`config.mk`:
```
export PLATFORM = sky130hd
export DESIGN_NAME = dmem_arbiter
export DESIGN_NICKNAME = d
export VERILOG_FILES = /design/src/rtl/dmem_arbiter.sv
export SDC_FILE = /design/constraint.sdc
export NUM_CORES = 1
export LEC_CHECK = 0
export ABC_CLOCK_PERIOD_IN_PS = 2200
export CORE_MARGIN = 8
export CORE_UTILIZATION = 30
export DETAILED_ROUTE_END_ITERATION = 10
export GPL_TIMING_DRIVEN = 0
export HOLD_SLACK_MARGIN = 0.1
export PLACE_DENSITY = 0.7
export SYNTH_ARGS = -nofsm -noshare
export SYNTH_HDL_FRONTEND = slang
export SYNTH_SLANG_ARGS = --single-unit
```
`constraint.sdc`:
```
create_clock -name clk -period 2.2 [get_ports clk]
set_input_delay 0.55 -clock clk [delete_from_list [all_inputs] [get_ports clk]]
set_output_delay 0.55 -clock clk [all_outputs]
set_load 0.005 [all_outputs]
```
`src/rtl/dmem_arbiter.sv`:
```
// Two-port arbiter/sequencer for the single-ported dmem: IDLE grant, one ACCESS cycle, RESP done pulse.
// Optional macro DMEM_ARB_RR_EN selects round-robin tie breaking; otherwise port 0 has fixed priority.
module dmem_arbiter #(
    parameter int ADDR_W = 32,
    parameter int DATA_W = 32
) (
    input  logic              clk,
    input  logic              rst,
    input  logic              p0_req,
    input  logic              p0_we,
    input  logic [ADDR_W-1:0] p0_addr,
    input  logic [DATA_W-1:0] p0_wdata,
    output logic              p0_gnt,
    output logic              p0_done,
    output logic              p0_err,
    output logic [DATA_W-1:0] p0_rdata,
    input  logic              p1_req,
    input  logic              p1_we,
    input  logic [ADDR_W-1:0] p1_addr,
    input  logic [DATA_W-1:0] p1_wdata,
    output logic              p1_gnt,
    output logic              p1_done,
    output logic              p1_err,
    output logic [DATA_W-1:0] p1_rdata,
    output logic              mem_read,
    output logic              mem_write,
    output logic [ADDR_W-1:0] mem_addr,
    output logic [DATA_W-1:0] mem_wdata,
    input  logic [DATA_W-1:0] mem_rdata
);

    typedef enum logic [1:0] {
        S_IDLE   = 2'd0,
        S_ACCESS = 2'd1,
        S_RESP   = 2'd2
    } state_t;

    state_t r_state;
    state_t w_next;

    logic              r_we;
    logic              r_owner;
    logic              r_mis;
    logic [ADDR_W-1:0] r_mem_addr;
    logic [DATA_W-1:0] r_mem_wdata;
    logic [DATA_W-1:0] r_p0_rdata;
    logic [DATA_W-1:0] r_p1_rdata;

    logic              w_pick1;
    logic              w_grant;
    logic              w_sel_we;
    logic [ADDR_W-1:0] w_sel_addr;
    logic [DATA_W-1:0] w_sel_wdata;
    logic              w_sel_mis;
    logic              w_rd_capture;

`ifdef DMEM_ARB_RR_EN
    logic r_last_owner;
    // On a tie the port that did not win last time goes next.
    assign w_pick1 = p1_req & (~p0_req | ~r_last_owner);
`else
    assign w_pick1 = p1_req & ~p0_req;
`endif

    assign w_grant      = (r_state == S_IDLE) & (p0_req | p1_req) & ~rst;
    assign w_sel_we     = w_pick1 ? p1_we    : p0_we;
    assign w_sel_addr   = w_pick1 ? p1_addr  : p0_addr;
    assign w_sel_wdata  = w_pick1 ? p1_wdata : p0_wdata;
    assign w_sel_mis    = (w_sel_addr[1:0] != 2'b00);
    assign w_rd_capture = (r_state == S_ACCESS) & ~r_we & ~r_mis & ~rst;

    assign mem_addr  = r_mem_addr;
    assign mem_wdata = r_mem_wdata;
    assign p0_rdata  = r_p0_rdata;
    assign p1_rdata  = r_p1_rdata;

    always_ff @(posedge clk) begin
        if (rst) begin
            r_state <= S_IDLE;
        end else begin
            r_state <= w_next;
        end
    end

    always_comb begin
        w_next    = r_state;
        p0_gnt    = 1'b0;
        p1_gnt    = 1'b0;
        p0_done   = 1'b0;
        p1_done   = 1'b0;
        p0_err    = 1'b0;
        p1_err    = 1'b0;
        mem_read  = 1'b0;
        mem_write = 1'b0;
        case (r_state)
            S_IDLE: begin
                if (w_grant) begin
                    p0_gnt = ~w_pick1;
                    p1_gnt = w_pick1;
                    w_next = S_ACCESS;
                end
            end
            S_ACCESS: begin
                mem_read  = ~r_we & ~r_mis;
                mem_write = r_we & ~r_mis;
                w_next    = S_RESP;
            end
            S_RESP: begin
                p0_done = ~r_owner;
                p1_done = r_owner;
                p0_err  = ~r_owner & r_mis;
                p1_err  = r_owner & r_mis;
                w_next  = S_IDLE;
            end
            default: begin
                w_next = S_IDLE;
            end
        endcase
        // Reset kills any in-flight access immediately, including its write strobe.
        if (rst) begin
            mem_read  = 1'b0;
            mem_write = 1'b0;
            p0_done   = 1'b0;
            p1_done   = 1'b0;
            p0_err    = 1'b0;
            p1_err    = 1'b0;
        end
    end

    always_ff @(posedge clk) begin
        if (rst) begin
            r_we        <= 1'b0;
            r_owner     <= 1'b0;
            r_mis       <= 1'b0;
            r_mem_addr  <= '0;
            r_mem_wdata <= '0;
            r_p0_rdata  <= '0;
            r_p1_rdata  <= '0;
        end else begin
            if (w_grant) begin
                r_we    <= w_sel_we;
                r_owner <= w_pick1;
                r_mis   <= w_sel_mis;
                // Misaligned requests never reach dmem, so the bus keeps its old values.
                if (!w_sel_mis) begin
                    r_mem_addr  <= w_sel_addr;
                    r_mem_wdata <= w_sel_wdata;
                end
            end
            if (w_rd_capture) begin
                if (r_owner) begin
                    r_p1_rdata <= mem_rdata;
                end else begin
                    r_p0_rdata <= mem_rdata;
                end
            end
        end
    end

`ifdef DMEM_ARB_RR_EN
    always_ff @(posedge clk) begin
        if (rst) begin
            r_last_owner <= 1'b1;
        end else if (w_grant) begin
            r_last_owner <= w_pick1;
        end
    end
`endif

endmodule

```
==> run summary, run 1 <==
status - finished clean
asr flop ratio synth - 0
CP Launch Type - flip-flop
Tmin final - 2.12 ns
Yosys warning count - 0
NumNets Final - 1084
final setup margin - 0.0812 ns
non-filler cells, final - 1155
crit path max fanout - 6
WL/cell - 17.3 µm
Critical Path Sink Type - primary output
layout cells sized above 1 - 0.0785
MaxCap Viol Count - 0
most frequent cell after synthesis - dfxtp_1
arrival time worst endpoint - 1.57 ns
synthesized cell area - 0.00525 mm²
Max Fclk - 472 MHz
hold crit path type - flip-flop to flip-flop
vias in the first global route - 5362
die area - 0.0220 mm²
Fin Setup TNS - 0 ns
total gr overflow - 0
first-pass GRT wire length - 30000 µm
area of the core - 0.0172 mm²
Post-synth EDFFs - 0
latest clock arrival within the worst-skew pair - 0.41 ns
die height - 148 µm
CTS tree - yes
Starting DRT DRC Count - 131
# DRC - 0
placed insts - 1123
RSZ-0062 raised after global routing - false
Final Hold Fails - 0
Max transition margin - 0.525
post-DP HPWL - 15900 µm
pin count of the biggest net entering global routing - 17
Tcrit/Tclk final - 0.963
synth-to-layout area growth - 75.5%
Starting Density - 0.305
Cell variety after synth - 26
P per Cell Area - 705 mW/mm²
Root Driver - clkbuf_16
Max VDD drop - 479 µV
routed vias - 5289
number of synthesized register bits - 133
Port Buf Inserts - 300
# setup viols final - 0
most instantiated cells after synthesis - 133 x dfxtp_1, 130 x nand2_1, 66 x nor2_1
Critical Path RT - 1.65 ns
Least-Margin Pin Slew - 0.706 ns
H-Tree Level Count - 4
GRT Util Overall - 0.176
Synth Instances - 598
CP Class - flip-flop to primary output
sequential fraction of the synthesis area - 0.508
Rows - 48
# IOs - 302
static leakage - 3.56 nW
Yosys top cell area share - 0.508
routability cong. - 0.858
Synth area leaders - dfxtp_1 51%, mux2i_1 12%, nand2_1 9.3%
clk sinks - 133
Syn Nets - 764
Pwr Total - 6.49 mW
Antenna Cells - 0
initial antenna violation count - 0
first-pass iteration count of the detailed router - 4
Vias/cell - 4.58
worst hold slack - 0.451 ns
Synth area leader - dfxtp_1
Avg Synthesized Cell Area - 8.77 µm²
setup slack after placement - -1.25 ns
clock buffer depth - 2
DRT Wirelength - 20000 µm
skew final - 0.00980 ns
Inserted Clock Buffers - 17
Die Wd - 148 µm
Slew Viols, Final - 0
top_reg_cell synth - dfxtp_1
post-route ant nets - 0
# hold bufs at CTS - 0
CTS clk-pin slew, worst paths - 0.06 ns
-- power breakdown --
| part | switching [mW] | internal (mW) | leakage [nW] | total (mW) |
|---|---|---|---|---|
| sequential | 0.0652 | 2.52 | 1.08 | 2.59 |
| clock | 1.00 | 1.92 | 0.298 | 2.92 |
| combinational | 0.395 | 0.593 | 2.18 | 0.988 |
-- worst max-delay path, stage by stage, from the launching register on --
cell     delay [ns]
dfxtp_4        0.38
or3b_1         0.36
buf_6          0.14
nor3b_2        0.14
buf_2          0.15
-- layout by cell type, fill, tap and decap left out, types with 2 or more instances in the layout --
| cell | count |
|---|---|
| mux2i_1 | 62 |
| inv_1 | 3 |
| a211oi_1 | 63 |
| dfxtp_1 | 131 |
| clkbuf_2 | 4 |
| clkbuf_1 | 23 |
| o21ai_0 | 3 |
| buf_4 | 2 |
| clkdlybuf4s50_1 | 290 |
| clkinv_2 | 3 |
| buf_6 | 6 |
| nor2b_1 | 2 |
| bufinv_16 | 4 |
| dfxtp_4 | 2 |
| a21oi_1 | 65 |
| nand2_1 | 130 |
| nor2_1 | 66 |
| buf_2 | 25 |
| dlygate4sd2_1 | 6 |
| and2_1 | 4 |
| clkinv_4 | 2 |
| clkbuf_16 | 17 |
-- sequential cells by signal, summed over array words and instances (netlist names) --
| register | flops |
|---|---|
| mem_addr | 32 |
| mem_wdata | 32 |
| p0_rdata | 32 |
| p1_rdata | 32 |
| r_state | 2 |
| r_mis | 1 |
| r_owner | 1 |
| r_we | 1 |
-- final timing paths --
kind | start | slack (ns) | end | cells after the start
setup / recovery | r_state[0]$_SDFFE_PP0P_ | 0.08 | mem_write | 4
hold / removal | p1_rdata[30]$_SDFFE_PP0P_ | 0.45 | p1_rdata[30]$_SDFFE_PP0P_ | 2
setup reg to reg | r_state[0]$_SDFFE_PP0P_ | 0.14 | p0_rdata[12]$_SDFFE_PP0P_ | 8
hold reg to reg | p1_rdata[30]$_SDFFE_PP0P_ | 0.45 | p1_rdata[30]$_SDFFE_PP0P_ | 2
-- stage by stage --
step / utilization / cell area (µm²)
floorplan: - / 5250
global placement: 0.497 / 8530
detailed placement: 0.497 / 8530
CTS: 0.535 / 9190
global route: 0.536 / 9210
finish: 0.536 / 9210
-- cell type report --
cell class              instances  area [µm²]
fillers                      1674        7970
repair buffers                303        3010
flip-flops and latches        133        2670
multi-input cells             410        2370
clock buffers                  22         454
well taps                     225         282
plain buffers                  50         258
clock inverters                 9         153
inverters                       3        11.3
-- cell families after synthesis --
logic type / count (synthesis) / share of synthesized area
buffers and inverters: 55 / 0.0482
AND/OR/NAND/NOR: 214 / 0.166
AO/OA/AOI/OAI: 134 / 0.160
flip-flops: 133 / 0.508
multiplexers: 62 / 0.118
-- timing repair --
| item | in CTS | in global routing |
|---|---|---|
| buffers inserted | 2 | 1 |
| pin swaps | 1 | 2 |
| gates resized for setup | 41 | 12 |
| hold endpoints to repair | 0 | 0 |
| setup endpoints to repair | 74 | 35 |
| cloned | 0 | 0 |
-- metal layers --
metal,track usage,wire length [µm]
met5,0,0
met4,0.0474,252
met3,0.0775,1830
met2,0.299,9660
met1,0.196,8220
Note: power is estimated with default switching activity, not from simulation.
==> run 2: changes to the inputs <==
CTS_CLUSTER_DIAMETER = 200   (was not set)
REMOVE_ABC_BUFFERS = 1   (was not set)
==> run summary, run 2 (synthesized netlist as in run 1, its figures left out) <==
# setup viols final - 0 (unchanged)
routability cong. - 0.755 (-12%)
crit path max fanout - 64 (+58)
Die Wd - 148 µm (unchanged)
Rows - 48 (unchanged)
# DRC - 0 (unchanged)
placed cell area - 0.00847 mm² (-0.73%)
Antenna Cells - 0 (unchanged)
Port Buf Inserts - 301 (+0.33%)
total gr overflow - 0 (unchanged)
NumNets Final - 1047 (-3.4%)
area of the core - 0.0172 mm² (unchanged)
non-filler cells, final - 1119 (-3.1%)
routed vias - 5155 (-2.5%)
Slew Viols, Final - 0 (unchanged)
hold crit path type - flip-flop to flip-flop
Starting Density - 0.305 (unchanged)
static leakage - 3.49 nW (-2.0%)
post-DP HPWL - 14200 µm (-10%)
MaxCap Viol Count - 0 (unchanged)
CTS clk-pin slew, worst paths - 0.06 ns (about the same)
die area - 0.0220 mm² (unchanged)
post-route ant nets - 0 (unchanged)
met1 Use GR - 0.181 (-0.0150)
CTS tree - yes
Critical Path Sink Type - primary output
status - finished clean
CP Launch Type - input pin
grt peak-use layer - met2
Starting DRT DRC Count - 153 (+17%)
final setup margin - 0.114 ns (+0.0325 ns)
WL/cell - 17.1 µm (-1.1%)
layout cells sized above 1 - 0.0727 (-0.00579)
Final Hold Fails - 0 (unchanged)
initial antenna violation count - 0 (unchanged)
worst hold slack - 0.451 ns (+0.0000120 ns)
Tcrit/Tclk final - 0.948 (-0.0148)
GRT met3 Usage - 0.0899 (+0.0125)
Vias/cell - 4.61 (+0.60%)
# hold bufs at CTS - 0 (unchanged)
Least-Margin Pin Slew - 0.414 ns (-0.291 ns)
pin count of the biggest net entering global routing - 96 (+79)
RSZ-0062 raised after global routing - false
Inserted Clock Buffers - 17 (unchanged)
met2 Usage GRT - 0.288 (-0.0107)
footprint of the multi-input gates - 0.00242 mm² (+2.0%)
placed insts - 1079 (-3.9%)
most frequent cells in the layout - 290 x clkdlybuf4s50_1, 130 x nand2_1, 130 x dfxtp_1, 66 x nor2_1, 65 x a21oi_1
first-pass GRT wire length - 29100 µm (-3.2%)
arrival time worst endpoint - 1.54 ns (-0.03 ns)
Max VDD drop - 492 µV (+2.6%)
vias in the first global route - 5232 (-2.4%)
Critical Path RT - 1.65 ns (about the same)
synth-to-layout area growth - 74.8%
Max Fclk - 479 MHz (+1.6%)
most common cell after layout, fill and taps aside - clkdlybuf4s50_1
Root Driver - clkbuf_16
DRT Wirelength - 19100 µm (-4.2%)
Fin Setup TNS - 0 ns (unchanged)
final instance area - 0.00917 mm² (-0.39%)
CP Class - input pin to primary output
clk sinks - 133 (unchanged)
Max transition margin - 0.724 (+0.199)
register area - 0.00267 mm² (about the same)
Tmin final - 2.09 ns (-0.0325 ns)
H-Tree Level Count - 4 (unchanged)
clock buffer depth - 2 (unchanged)
P per Cell Area - 697 mW/mm² (-1.2%)
first-pass iteration count of the detailed router - 5 (+1)
die height - 148 µm (unchanged)
setup slack after placement - -0.901 ns (+0.344 ns)
fillers - 1622 (-3.1%)
GRT Util Overall - 0.171 (-0.00502)
latest clock arrival within the worst-skew pair - 0.41 ns (about the same)
# IOs - 302 (unchanged)
skew final - 0.0107 ns (+0.000945 ns)
[run 2: where the power goes]
group | switching (mW) | total [mW] | internal, mW
Clock | 1.11 | 2.82 | 1.71
Sequential | 0.0680 | 2.59 | 2.52
Combinational | 0.376 | 0.977 | 0.601
Total | 1.56 | 6.39 | 4.83
[run 2: critical path, cell delays in order]
cell	delay (ns)
buf_12	0.17
or3b_4	0.45
nor3b_2	0.18
clkbuf_2	0.14
[run 2: per-stage QoR]
step           power, mW   util
2_1_floorplan       2.95      -
3_5_place_dp        3.60  0.493
5_1_grt             6.69  0.534
6_report            6.39  0.534
4_1_cts             6.49  0.532
3_3_place_gp        3.61  0.483
[run 2: metal layers]
metal / part of all wire / vias to the layer above
met4: 0.011 / 0
li1: - / 2621
met2: 0.48 / 213
met5: 0 / -
met3: 0.12 / 24
met1: 0.40 / 2297
[run 2: timing repair]
item | in CTS | in global routing
buffers inserted | 4 | 3
cloned | 1 | 0
endpoints found under the hold margin | 0 | 0
setup endpoints to repair | 102 | 55
resized for setup | 26 | 11
pin swaps | 1 | 2
[run 2: final timing paths]
| path | endpoint | startpoint | slack (ns) | cells past startpoint |
|---|---|---|---|---|
| hold / removal | p1_rdata[29]$_SDFFE_PP0P_ | p1_rdata[29]$_SDFFE_PP0P_ | 0.45 | 2 |
| setup / recovery | mem_write | rst | 0.11 | 4 |
| hold reg to reg | p1_rdata[29]$_SDFFE_PP0P_ | p1_rdata[29]$_SDFFE_PP0P_ | 0.45 | 2 |
| setup reg to reg | p1_rdata[4]$_SDFFE_PP0P_ | r_state[0]$_SDFFE_PP0P_ | 0.21 | 5 |
[run 2: cell type report]
cell class / count / area share
repair buffers: 315 / 0.348
inverters: 3 / 0.00123
flip-flops and latches: 133 / 0.291
well taps: 225 / 0.0307
multi-input cells: 411 / 0.264
clock buffers: 19 / 0.0483
clock inverters: 13 / 0.0162
